<file path="config.mk">
export PLATFORM = sky130hd
export DESIGN_NAME = prog_loader_monitor
export DESIGN_NICKNAME = d
export VERILOG_FILES = /design/src/rtl/loader_pkg.sv /design/src/rtl/prog_loader_monitor_byte_packer.sv /design/src/rtl/prog_loader_monitor.sv
export SDC_FILE = /design/constraint.sdc
export NUM_CORES = 1
export LEC_CHECK = 0
export CORE_MARGIN = 4
export CORE_UTILIZATION = 40
export CTS_CLUSTER_SIZE = 8
export DETAILED_ROUTE_END_ITERATION = 10
export PLACE_DENSITY = 0.65
export SKIP_CTS_REPAIR_TIMING = 1
export SYNTH_ARGS = -nofsm -noshare
export SYNTH_HDL_FRONTEND = slang
export SYNTH_SLANG_ARGS = --single-unit
</file>
<file path="constraint.sdc">
create_clock -name clk -period 6.73 [get_ports clk]
set_clock_uncertainty 0.15 [all_clocks]
set_input_delay 1.0095 -clock clk [delete_from_list [all_inputs] [get_ports clk]]
set_output_delay 1.0095 -clock clk [all_outputs]
set_load 0.01 [all_outputs]
</file>
<file path="src/rtl/loader_pkg.sv">
// Shared definitions for the program loader / run monitor: FSM states,
// the sim-end store signature and the default SRAM depth.
package loader_pkg;

  localparam int DEFAULT_WORD_CNT = 16384;

  localparam logic [13:0] SIM_END_ADDR = 14'h3fff;
  localparam logic [31:0] SIM_END_CODE = 32'hFFFF_FFFF;

  typedef enum logic [2:0] {
    ST_IDLE    = 3'd0,
    ST_LOAD    = 3'd1,
    ST_FLUSH   = 3'd2,
    ST_RUN     = 3'd3,
    ST_FINISH  = 3'd4,
    ST_TIMEOUT = 3'd5
  } ldr_state_e;

endpackage

</file>
<file path="src/rtl/prog_loader_monitor_byte_packer.sv">
// Packs a little-endian byte stream into 32-bit words; a short final word
// is zero-padded. word_valid pulses for one cycle per completed word.
module byte_packer (
  input  logic        clk,
  input  logic        rst,
  input  logic        clr,
  input  logic        fire,
  input  logic [7:0]  in_byte,
  input  logic        in_last,
  output logic [31:0] word,
  output logic        word_valid
);

  logic [1:0]  lane;
  logic [23:0] acc;
  logic [31:0] assembled;

  // Upper lanes of acc are always zero until written, which gives the padding.
  // NOTE: every always_comb output gets a default first so no latch is inferred.
  always_comb begin
    assembled = {8'h00, acc};
    assembled[{lane, 3'b000} +: 8] = in_byte;
  end

  // NOTE: sequential state uses non-blocking assignments only.
  always_ff @(posedge clk or posedge rst) begin
    if (rst) begin
      lane       <= 2'd0;
      acc        <= 24'd0;
      word       <= 32'd0;
      word_valid <= 1'b0;
    end else begin
      word_valid <= 1'b0;
      if (clr) begin
        lane <= 2'd0;
        acc  <= 24'd0;
      end else if (fire) begin
        if (lane == 2'd3 || in_last) begin
          word       <= assembled;
          word_valid <= 1'b1;
          lane       <= 2'd0;
          acc        <= 24'd0;
        end else begin
          acc  <= assembled[23:0];
          lane <= lane + 2'd1;
        end
      end
    end
  end

endmodule

</file>
<file path="src/rtl/prog_loader_monitor.sv">
// Loads a byte-stream program image into IM and DM, then runs the core
// and watches its DM stores for the sim-end signature or a cycle timeout.
module prog_loader_monitor
  import loader_pkg::*;
#(
  parameter int WORD_CNT   = DEFAULT_WORD_CNT,
  parameter int ADDR_W     = 14,
  parameter int MAX_CYCLES = 200000
) (
  input  logic              clk,
  input  logic              rst,
  input  logic              start,
  input  logic              in_valid,
  output logic              in_ready,
  input  logic [7:0]        in_byte,
  input  logic              in_last,
  output logic              im_we,
  output logic              dm_we,
  output logic [ADDR_W-1:0] mem_addr,
  output logic [31:0]       mem_wdata,
  output logic              core_rst,
  input  logic              mon_we,
  input  logic [ADDR_W-1:0] mon_addr,
  input  logic [31:0]       mon_wdata,
  output logic [ADDR_W:0]   words_loaded,
  output logic [63:0]       cycle_count,
  output logic              done,
  output logic              timeout,
  output logic              overflow
);

  ldr_state_e  state, state_nxt;
  logic        fire, load_go, full, sim_end, budget_hit;
  logic [31:0] word;
  logic        word_valid;

  assign fire       = in_valid & in_ready;
  assign load_go    = start & (state == ST_IDLE || state == ST_FINISH || state == ST_TIMEOUT);
  assign full       = (words_loaded == (ADDR_W+1)'(WORD_CNT));
  assign sim_end    = mon_we && (mon_addr == ADDR_W'(SIM_END_ADDR)) && (mon_wdata == SIM_END_CODE);
  assign budget_hit = (cycle_count + 64'd1 == 64'(MAX_CYCLES));

  byte_packer u_packer (
    .clk        (clk),
    .rst        (rst),
    .clr        (load_go),
    .fire       (fire),
    .in_byte    (in_byte),
    .in_last    (in_last),
    .word       (word),
    .word_valid (word_valid)
  );

  // Words past the SRAM depth are dropped; address equals words written so far.
  assign im_we     = word_valid & ~full;
  assign dm_we     = word_valid & ~full;
  assign mem_addr  = words_loaded[ADDR_W-1:0];
  assign mem_wdata = word;

  always_comb begin
    state_nxt = state;
    case (state)
      ST_IDLE, ST_FINISH, ST_TIMEOUT: if (start) state_nxt = ST_LOAD;
      ST_LOAD:  if (fire && in_last) state_nxt = ST_FLUSH;
      ST_FLUSH: state_nxt = ST_RUN;
      ST_RUN: begin
        if (sim_end)         state_nxt = ST_FINISH;
        else if (budget_hit) state_nxt = ST_TIMEOUT;
      end
      default:  state_nxt = ST_IDLE;
    endcase
  end

  // core_rst and in_ready are registered from the next state to keep them glitch-free.
  always_ff @(posedge clk or posedge rst) begin
    if (rst) begin
      state        <= ST_IDLE;
      core_rst     <= 1'b1;
      in_ready     <= 1'b0;
      words_loaded <= '0;
      cycle_count  <= 64'd0;
      done         <= 1'b0;
      timeout      <= 1'b0;
      overflow     <= 1'b0;
    end else begin
      state    <= state_nxt;
      core_rst <= (state_nxt != ST_RUN);
      in_ready <= (state_nxt == ST_LOAD);
      if (load_go) begin
        words_loaded <= '0;
        cycle_count  <= 64'd0;
        done         <= 1'b0;
        timeout      <= 1'b0;
        overflow     <= 1'b0;
      end else begin
        if (word_valid) begin
          if (full) overflow     <= 1'b1;
          else      words_loaded <= words_loaded + 1'b1;
        end
        if (state == ST_RUN) begin
          cycle_count <= cycle_count + 64'd1;
          if (sim_end)         done    <= 1'b1;
          else if (budget_hit) timeout <= 1'b1;
        end
      end
    end
  end

endmodule
</file>
### After elaboration in Yosys (flattened, before gate mapping)

Index checks and enable logic that the tools add are counted.

| word-level totals | value |
|---|---|
| register bits after elaboration | 146 |
| output and inout port bits | 132 |

| operators by class | value |
|---|---|
| add/sub/neg operators | 4 |
| eq/ne operators | 14 |
| shift-type cells | 2 |
| multiplexer cells | 30 |
| bitwise logic cells | 5 |
| reduce and logical (&&, ||, !) cells | 19 |

Operator list:

| operator | count |
|---|---|
| 2-to-1 mux 64 bit | 2 |
| 2-to-1 mux 24 bit | 3 |
| adder 64 x 1 -> 64 bit, second input constant | 1 |
| equality test 64 x 18 -> 1 bit, second input constant | 1 |
| 2-to-1 mux 15 bit | 3 |
| bitwise mux 32 bit | 1 |
| equality test 32 bit, second input constant | 1 |
| variable shift 8 x 7 -> 32 bit, first input constant | 1 |
| variable part select 8 x 7 -> 32 bit | 1 |
| adder 15 x 1 -> 15 bit, second input constant | 1 |
| equality test 15 bit, second input constant | 1 |
| equality test 14 bit, second input constant | 1 |
| 2-to-1 mux 1 bit | 13 |
| 2-to-1 mux 3 bit | 4 |
| one-hot mux 3 bit (4 select lines) | 1 |
| nonzero test 2 bit | 6 |
| negator 5 -> 7 bit | 1 |
| equality test 3 x 1 -> 1 bit, second input constant | 2 |
| equality test 3 x 2 -> 1 bit, second input constant | 2 |
| equality test 3 bit, second input constant | 2 |
| 2-to-1 mux 2 bit | 3 |
| AND reduction 2 bit | 3 |
| AND reduction 3 bit | 2 |
| inequality test 2 bit, second input constant | 2 |
| 9 further kinds | 16 |

### Depth between registers and ports, before layout

Gate-level depths: netlist of run 1.

| logic depth | value |
|---|---|
| word-level depth | 6 |
| mapped depth | 11 |
| depth with buffers taken out | 9 |

### By module

A second synthesis of run 1 with hierarchy kept.

| second synthesis, totals | value |
|---|---|
| cell total of the unflattened synthesis | 984 |
| area, all modules | 8592.0 µm² |

By module, submodules not included:

| module | times used | cells each | area each (µm²) | sequential area each (µm²) |
|---|---|---|---|---|
| prog_loader_monitor | 1 | 751 | 5960.7 | 2178.3 |
| byte_packer | 1 | 233 | 2631.3 | 1476.4 |

### Least setup slack after synthesis of run 1

No wires, ideal clock.

| timing path | value |
|---|---|
| kind | register to register |
| start point | register cycle_count[0] |
| end point | register state[2] |
| setup time | 92 ps |
| arrival | 2966 ps |
| required time | 6488 ps |
| path slack | 3522 ps |
| cell stages (with the launch flop) | 11 |
| period minus slack after synthesis | 3208 ps |
| path through | dfrtp_1 > ha_1 > nand3_4 > or3_2 > buf_2 > nor4_1 > xnor2_1 > o21ai_0 > nor4_2 > a41oi_1 > o31ai_2 |

| on the way | value |
|---|---|
| word-level cells in the longest chain between the ends | 5 |

Ends and longest elaborated chain:

| item | line | source |
|---|---|---|
| start: declaration | prog_loader_monitor.sv:26 | `output logic [63:0] cycle_count,` |
| start signal: assignment | prog_loader_monitor.sv:101 | `cycle_count <= cycle_count + 64'd1;` |
| adder 64 x 1 -> 64 bit | prog_loader_monitor.sv:41 | `assign budget_hit = (cycle_count + 64'd1 == 64'(MAX_CYCLES));` |
| equality test 64 x 18 -> 1 bit | prog_loader_monitor.sv:41 |  |
| 2-to-1 mux 3 bit | prog_loader_monitor.sv:68 | `else if (budget_hit) state_nxt = ST_TIMEOUT;` |
| 2-to-1 mux 3 bit | prog_loader_monitor.sv:67 | `if (sim_end) state_nxt = ST_FINISH;` |
| one-hot mux 3 bit (4 select lines) | prog_loader_monitor.sv:62 | `case (state)` |
| via state_nxt[2] | prog_loader_monitor.sv:32 | `ldr_state_e state, state_nxt;` |
| end signal: assignment | prog_loader_monitor.sv:86 | `state <= state_nxt;` |
| end: declaration | prog_loader_monitor.sv:32 |  |

The timed path passes the listed nets, and every way through them passes these cells.
A chain may end at the register's enable or synchronous reset.

### Worst setup path after layout of run 1

| timing path | value |
|---|---|
| start point | register cycle_count[0] |
| end point | register state[1] |

Same word-level chain as after synthesis.

==> results of run 1 <==
-- kinds of logic (layout without fill, tap and decap cells) --
family,after synthesis,after routing
mux,5,5
compound gates,236,236
buf+inv,121,257
simple gates,516,516
fa+ha+maj,8,8
xor+xnor,49,49
flops,146,146
-- cells in the mapped netlist (3+ instances only) --
cell / count
and4_1: 22
buf_4: 15
inv_1: 21
o31ai_1: 23
a31oi_1: 8
nor4_1: 41
nor4_2: 3
nor4b_1: 4
nand2b_1: 6
nand2_1: 105
or2_2: 3
a211oi_1: 7
o211ai_1: 4
clkbuf_1: 56
and3_1: 15
o21ai_0: 82
buf_1: 4
xnor2_1: 29
nor3_1: 20
nand4_1: 76
dfrtp_1: 145
buf_2: 22
or4_1: 5
nor2b_1: 5
mux2i_1: 4
a22o_1: 28
or3_1: 10
o41ai_1: 8
nor2_1: 119
and2_1: 6
o21a_1: 4
o21ai_1: 3
a221oi_1: 24
o22ai_1: 4
nand3_1: 55
ha_1: 8
xor2_1: 20
a21oi_1: 21
a21o_1: 4
o2111ai_1: 5
-- flip-flops by register name (all words and copies together) (netlist names) --
register and count:
u_packer.word 32, u_packer.word_valid 1, words_loaded 15, cycle_count 64
core_rst 1, state 3, u_packer.lane 2, done 1
timeout 1, in_ready 1, u_packer.acc 24, overflow 1
-- metrics by stage --
| step | instances | setup slack (ps) |
|---|---|---|
| 2_1_floorplan | 1081 | 1649 |
| 3_3_place_gp | 1470 | 3169 |
| 3_5_place_dp | 1470 | 3133 |
| 4_1_cts | 1502 | 3104 |
| 5_1_grt | 1502 | 2842 |
| 6_report | 1502 | 2969 |
-- per-layer routing --
metal  GRT usage (%)  wire, µm  vias to the layer above
li1                -         -                     4273
met4           9.625      1025                        0
met2           38.38     14560                      478
met1           34.07     13900                     4468
met3           5.177      2577                       74
met5               0         0                        -
-- layout make-up --
type,instances,area [µm²],share of cell area (%)
clock buffer,17,425.4,3.652
tap,285,356.6,3.062
multi-input combinational,814,4945,42.45
sequential,146,3655,31.38
inverter,23,91.34,0.7842
clock inverter,15,180.2,1.547
timing repair buffer,202,1994,17.12
-- layout by cell type, fill, tap and decap left out, types with 24 or more instances in the layout --
cell type,netlist,layout
xnor2_1,29,29
nor4_1,41,41
clkdlybuf4s50_1,0,191
dfrtp_1,145,145
nand3_1,55,55
a22o_1,28,28
nand2_1,105,104
nand4_1,76,76
a221oi_1,24,24
nor2_1,119,117
o21ai_0,82,82
-- worst paths after layout --
path	cells after the start	end	startpoint
worst max-delay path	9	state[1]	cycle_count[0]
worst min-delay path	2	u_packer.word[27]	u_packer.word[27]
worst max register to register	9	state[1]	cycle_count[0]
worst min register to register	2	u_packer.word[27]	u_packer.word[27]
max in group asynchronous	3	cycle_count[28]	rst
min in group asynchronous	2	words_loaded[0]	rst
-- worst max-delay path: cells and delay by family, from the launching register on --
family	cells	cell delay [ps]
AO/OA/AOI/OAI	1	200
XOR/XNOR	1	380
adder cells (fa/ha/maj)	1	330
flip-flops	1	470
AND/OR/NAND/NOR	6	2120
-- power groups by stage --
stage                     clock [µW]  sequential [µW]  combinational (µW)
final                            972             1260                 994
after global routing            1030             1290                1080
after CTS                        986             1250                1000
after detailed placement           0             1270                 995
after global placement             0             1260                 989
after floorplan                    0             1250                 507
==> out/results.ini, run 1 <==
[synthesis]
post_synth_main_area_contributors=dfrtp_1 (40%), nand4_1 (5.2%), nor2_1 (4.9%), o21ai_0 (4.5%), nand2_1 (4.3%)
syn-instance-count=1081
synth_top_area_cell=dfrtp_1
yosysUniqueCellTypes=67
yosys.area_share.simple_pct=30.23
synth_warnings=0
synth_xor_xnor_area_share_pct=4.702
postSynth.topFlopCell=dfrtp_1
synth.cell_area_um2=9126
post_synth_mux_area_share_pct=0.5621
syn_area_per_cell_um2=8.442
asyncSetResetFlopFracSynth_pct=100.0
ys_seq_elements=146
synth.top_cell.area_share_pct=39.76
post_synth_fa_ha_maj_area_fraction_pct=1.097
synth-compound-area-share_pct=17.45
synth.yosys.seq_area_share_pct=40.05
synth-edff-count=0
synth_top_family_by_area=simple AND/OR/NAND/NOR gates
syn-num-nets=1149

[floorplan]
floorplan.core_area_um2=22570
die_height_um=159.1
dieArea_um2=25300
dieWidth_um=159.1
floorplan.initialDensity_pct=40.43
core.rowCount=55
ioPinCount=192

[worst_setup_path]
standard_cell_with_the_maximum_stage_delay_on_the_critical_path=nor3_1
reg2reg_setup_slack_ps=2970
timing.setup.critical_path_class=reg2reg
cp-start-kind=flip-flop
worstPathArrival_ps=3930
cpMostUsedCell=nand4_1
cp.required_ps=6900
critPathCaptureType=flip-flop
timing.critical_path.cells=ha_1 -> nand3_4 -> nor3_1 -> nand3_1 -> xor2_1 -> nand4_1 -> nor4_1 -> nand4_1 -> a21o_1
critPathMaxStageDelay_ps=930
timing.critical_path.fanout_max=9

[run]
maxCapViolations=0

[clocking]
clock_tree_from_tritoncts=yes
clock_tree.buffer_depth=2
cts_root_buf=clkbuf_16
clkLatencyLatePin_ps=440
htree_levels=4
cts.clk_slew.worst_paths_ps=70
cts_num_sinks=146
cts_inserted_buffers=17

[route]
remaining_drc_errors=0
dr_total_vias=9293
routed_wirelength_mm=32.06
drt.antenna.violating_nets=0
initial_drt_pass_iterations=5
routedWlPerCell_um=21.34
drt_iter0_markers=825
post_drt_via_cell_ratio=6.187

[timing]
fmax_mhz=265.9
timing.final.crit_share_pct=55.89
setup_total_neg_slack_ps=0
layout_min_cycle_time_ps=3761
slew_at_the_pin_closest_to_its_max_slew_limit_ps=1110
whs_ps=319.4
setup_violations=0
final_max_slew_viol_count=0
grt_setup_unrepaired=no
hold_violations=0
max_slew_margin_pct=25.43

[grt]
antenna_found_initial=0
globalRouteOverflowTotal=0
grt_start_max_net_pins=94
grt_first_pass_wirelength_mm=51.01
globalRouteTotalUtil_pct=24.74
via_count_of_the_first_global_routing_pass=8856

[power]
p_int_uw=2051
clock_power_share_pct=30.1
p_total_uw=3223
comb_power_share_pct=30.8
power_per_cell_area_nw_per_um2=276.7
switching_power_uw=1172
reported_leakage_power_uw=0.004425
sw_frac_of_total_pct=36.36
share_of_total_power_in_sequential_cells_pct=39.0
vdd.ir_drop.worst_mv=0.1723

[place]
dp_hpwl_mm=23.11
gpl.final_weighted_congestion=0.9813
port-buffer-count=191
detailed_place.area_um2=11040

[cells_and_area]
num-nets-final=1272
post_route_cells_drive_above_1_share_pct=5.834
n_antenna_cell=0
post-route-cell-area_um2=11650
fillers=2097
syn_to_final_growth_pct=27.63
finish.utilization_pct=51.60

[hold_path]
hold_class=reg2reg

[status]
outcome=finished, final reports clean

No activity file was read; power rests on OpenSTA's default activity.
==> run 2, diff against run 1 <==
- PLACE_DENSITY: 0.65 -> 0.68
- clock period: 6.73 -> 3.2 ns (I/O delays scaled with it)
==> run 2 against run 1 <==
Effect of this change:
- worst hold slack lost 2.5 ps
- sequential power grew 99%
- first-iteration DRC count increased by 19%
- power is 110% higher
- critical path depth did not move
- routed wire length grew 5.5%
- sequential share of layout area shrank 2.5 points
- global-route usage grew 1.3 points
- clock power is 110% higher
- register-to-register slack lost 2900 ps
- combinational power rose by 140%
- critical endpoint is now timeout
==> out/results.ini, run 2 (synthesized netlist as in run 1, its figures left out) <==
[worst_setup_path]
timing.setup.critical_path_class=reg2reg
timing.critical_path.fanout_max=8
worst-path-stages=9
timing.critical_path.max_delay_family=simple AND/OR/NAND/NOR gates
cp-start-kind=flip-flop
setup.worst_path.start=cycle_count[3]
critPathMaxStageDelay_ps=420
reg2reg_setup_slack_ps=90
endpoint=timeout
timing.critical_path.cells=buf_4 -> nand4_1 -> nor3_2 -> mux2_2 -> nor4_1 -> nand4_1 -> nor4_2 -> nand4_1 -> o31ai_2
critical_path.reg2reg.startpoint=cycle_count[3]
standard_cell_with_the_maximum_stage_delay_on_the_critical_path=mux2_2
critPathBufInv=1
r2r_cells=9
cp.required_ps=3380
endpoint_of_the_worst_register_to_register_path=timeout
cpMostUsedCell=nand4_1
critPathCaptureType=flip-flop
worstPathArrival_ps=3290

[grt]
globalRouteTotalUtil_pct=26.07
antenna_found_initial=0
globalRouteOverflowTotal=0
grt_first_pass_wirelength_mm=53.57
via_count_of_the_first_global_routing_pass=9732
grt_start_max_net_pins=147

[cells_and_area]
seqCellArea_um2=3657
fillers=2048
multi_input_area_um2=5049
num-nets-final=1396
top_regs=cycle_count x64, u_packer.word x32, u_packer.acc x24
largest_register_ff_count=64
post_route_cells_drive_above_1_share_pct=15.88
n_antenna_cell=0
largest_reg_by_ff_count=cycle_count
layout.cells.most_common=clkdlybuf4s50_1
finish.utilization_pct=56.20
final_cell_mix=clkdlybuf4s50_1 (191), dfrtp_1 (143), buf_4 (133)
syn_to_final_growth_pct=39.00

[clocking]
htree_levels=4
cts.clk_slew.worst_paths_ps=70
clkLatencyLatePin_ps=430
cts_root_buf=clkbuf_16
clock_tree_from_tritoncts=yes
cts_inserted_buffers=17
clock_tree.buffer_depth=2
cts_num_sinks=146

[status]
outcome=finished, final reports clean

[floorplan]
floorplan.initialDensity_pct=40.43
dieArea_um2=25300
ioPinCount=192
die_height_um=159.1
floorplan.core_area_um2=22570
dieWidth_um=159.1
core.rowCount=55

[place]
gpl.final_weighted_congestion=0.9977
dp_worst_setup_slack_ps=55.64
dp_hpwl_mm=25.23
port-buffer-count=191

[route]
routed_wirelength_mm=33.83
drt_iter0_markers=983
remaining_drc_errors=0
drt.antenna.violating_nets=0
post_drt_via_cell_ratio=6.019
routedWlPerCell_um=20.81
initial_drt_pass_iterations=5
dr_total_vias=9787

[hold_path]
holdCritStartpoint=u_packer.word[24]
hold_class=reg2reg
holdPathStages=2

[power]
vdd.ir_drop.worst_mv=0.3550
share_of_total_power_in_sequential_cells_pct=36.2
comb_power_share_pct=34.6
switching_power_uw=2484
p_int_uw=4443
sw_frac_of_total_pct=35.86
clock_power_share_pct=29.2
reported_leakage_power_uw=0.005064
power_per_cell_area_nw_per_um2=546.0

[timing]
fmax_mhz=321.9
layout_min_cycle_time_ps=3107
slew_at_the_pin_closest_to_its_max_slew_limit_ps=802.3
hold_violations=0
timing.final.crit_share_pct=97.10
setup_violations=0
max_slew_margin_pct=46.51
fin_ws_ps=92.96
whs_ps=316.8
final_max_slew_viol_count=0

[run]
maxCapViolations=0

-- run 2: worst min path at each step --
stage | endpoint | slack, ps
2_1_floorplan | u_packer.acc[0] | 320
3_3_place_gp | u_packer.word[26] | 300
3_5_place_dp | u_packer.word[24] | 310
4_1_cts | u_packer.word[24] | 320
5_1_grt | u_packer.word[29] | 330
6_report | u_packer.word[24] | 320
-- run 2: area by class of cell --
type / instances / area share, %
multi-input cells: 814 / 39.80
inverters: 23 / 0.7101
repair buffers: 326 / 23.26
clock inverters: 15 / 1.243
well taps: 285 / 2.811
clock buffers: 17 / 3.353
flip-flops and latches: 146 / 28.83
-- run 2: worst reg2reg max path, cell delays in order (launching register included) --
cell     delay (ps)
dfrtp_1         410
buf_4           180
nand4_1         200
nor3_2          300
mux2_2          420
nor4_1          370
nand4_1         190
nor4_2          300
nand4_1         220
o31ai_2         280
-- run 2: layer usage --
layer	wire length [µm]	global-route usage, %	vias to the layer above
li1	-	-	4524
met3	2362	4.634	90
met4	1279	10.89	0
met2	15530	41.43	486
met1	14660	35.28	4687
met5	0	0	-
-- run 2: metrics by stage --
step | total power (µW) | std cells | TNS, ps | instance area (µm²)
floorplan | 3693 | 1081 | 0 | 9136
global route | 7294 | 1626 | -36.40 | 12690
finish | 6927 | 1626 | 0 | 12690
global placement | 4877 | 1591 | 0 | 11980
detailed placement | 4918 | 1591 | 0 | 11980
CTS | 6943 | 1623 | 0 | 12560
-- run 2: power groups by stage --
stage / Combinational (µW) / Sequential (µW) / Clock [µW]
after floorplan: 1070 / 2630 / 0
after global placement: 2350 / 2530 / 0
after detailed placement: 2380 / 2540 / 0
after CTS: 2390 / 2510 / 2040
after global routing: 2590 / 2560 / 2140
final: 2400 / 2510 / 2020
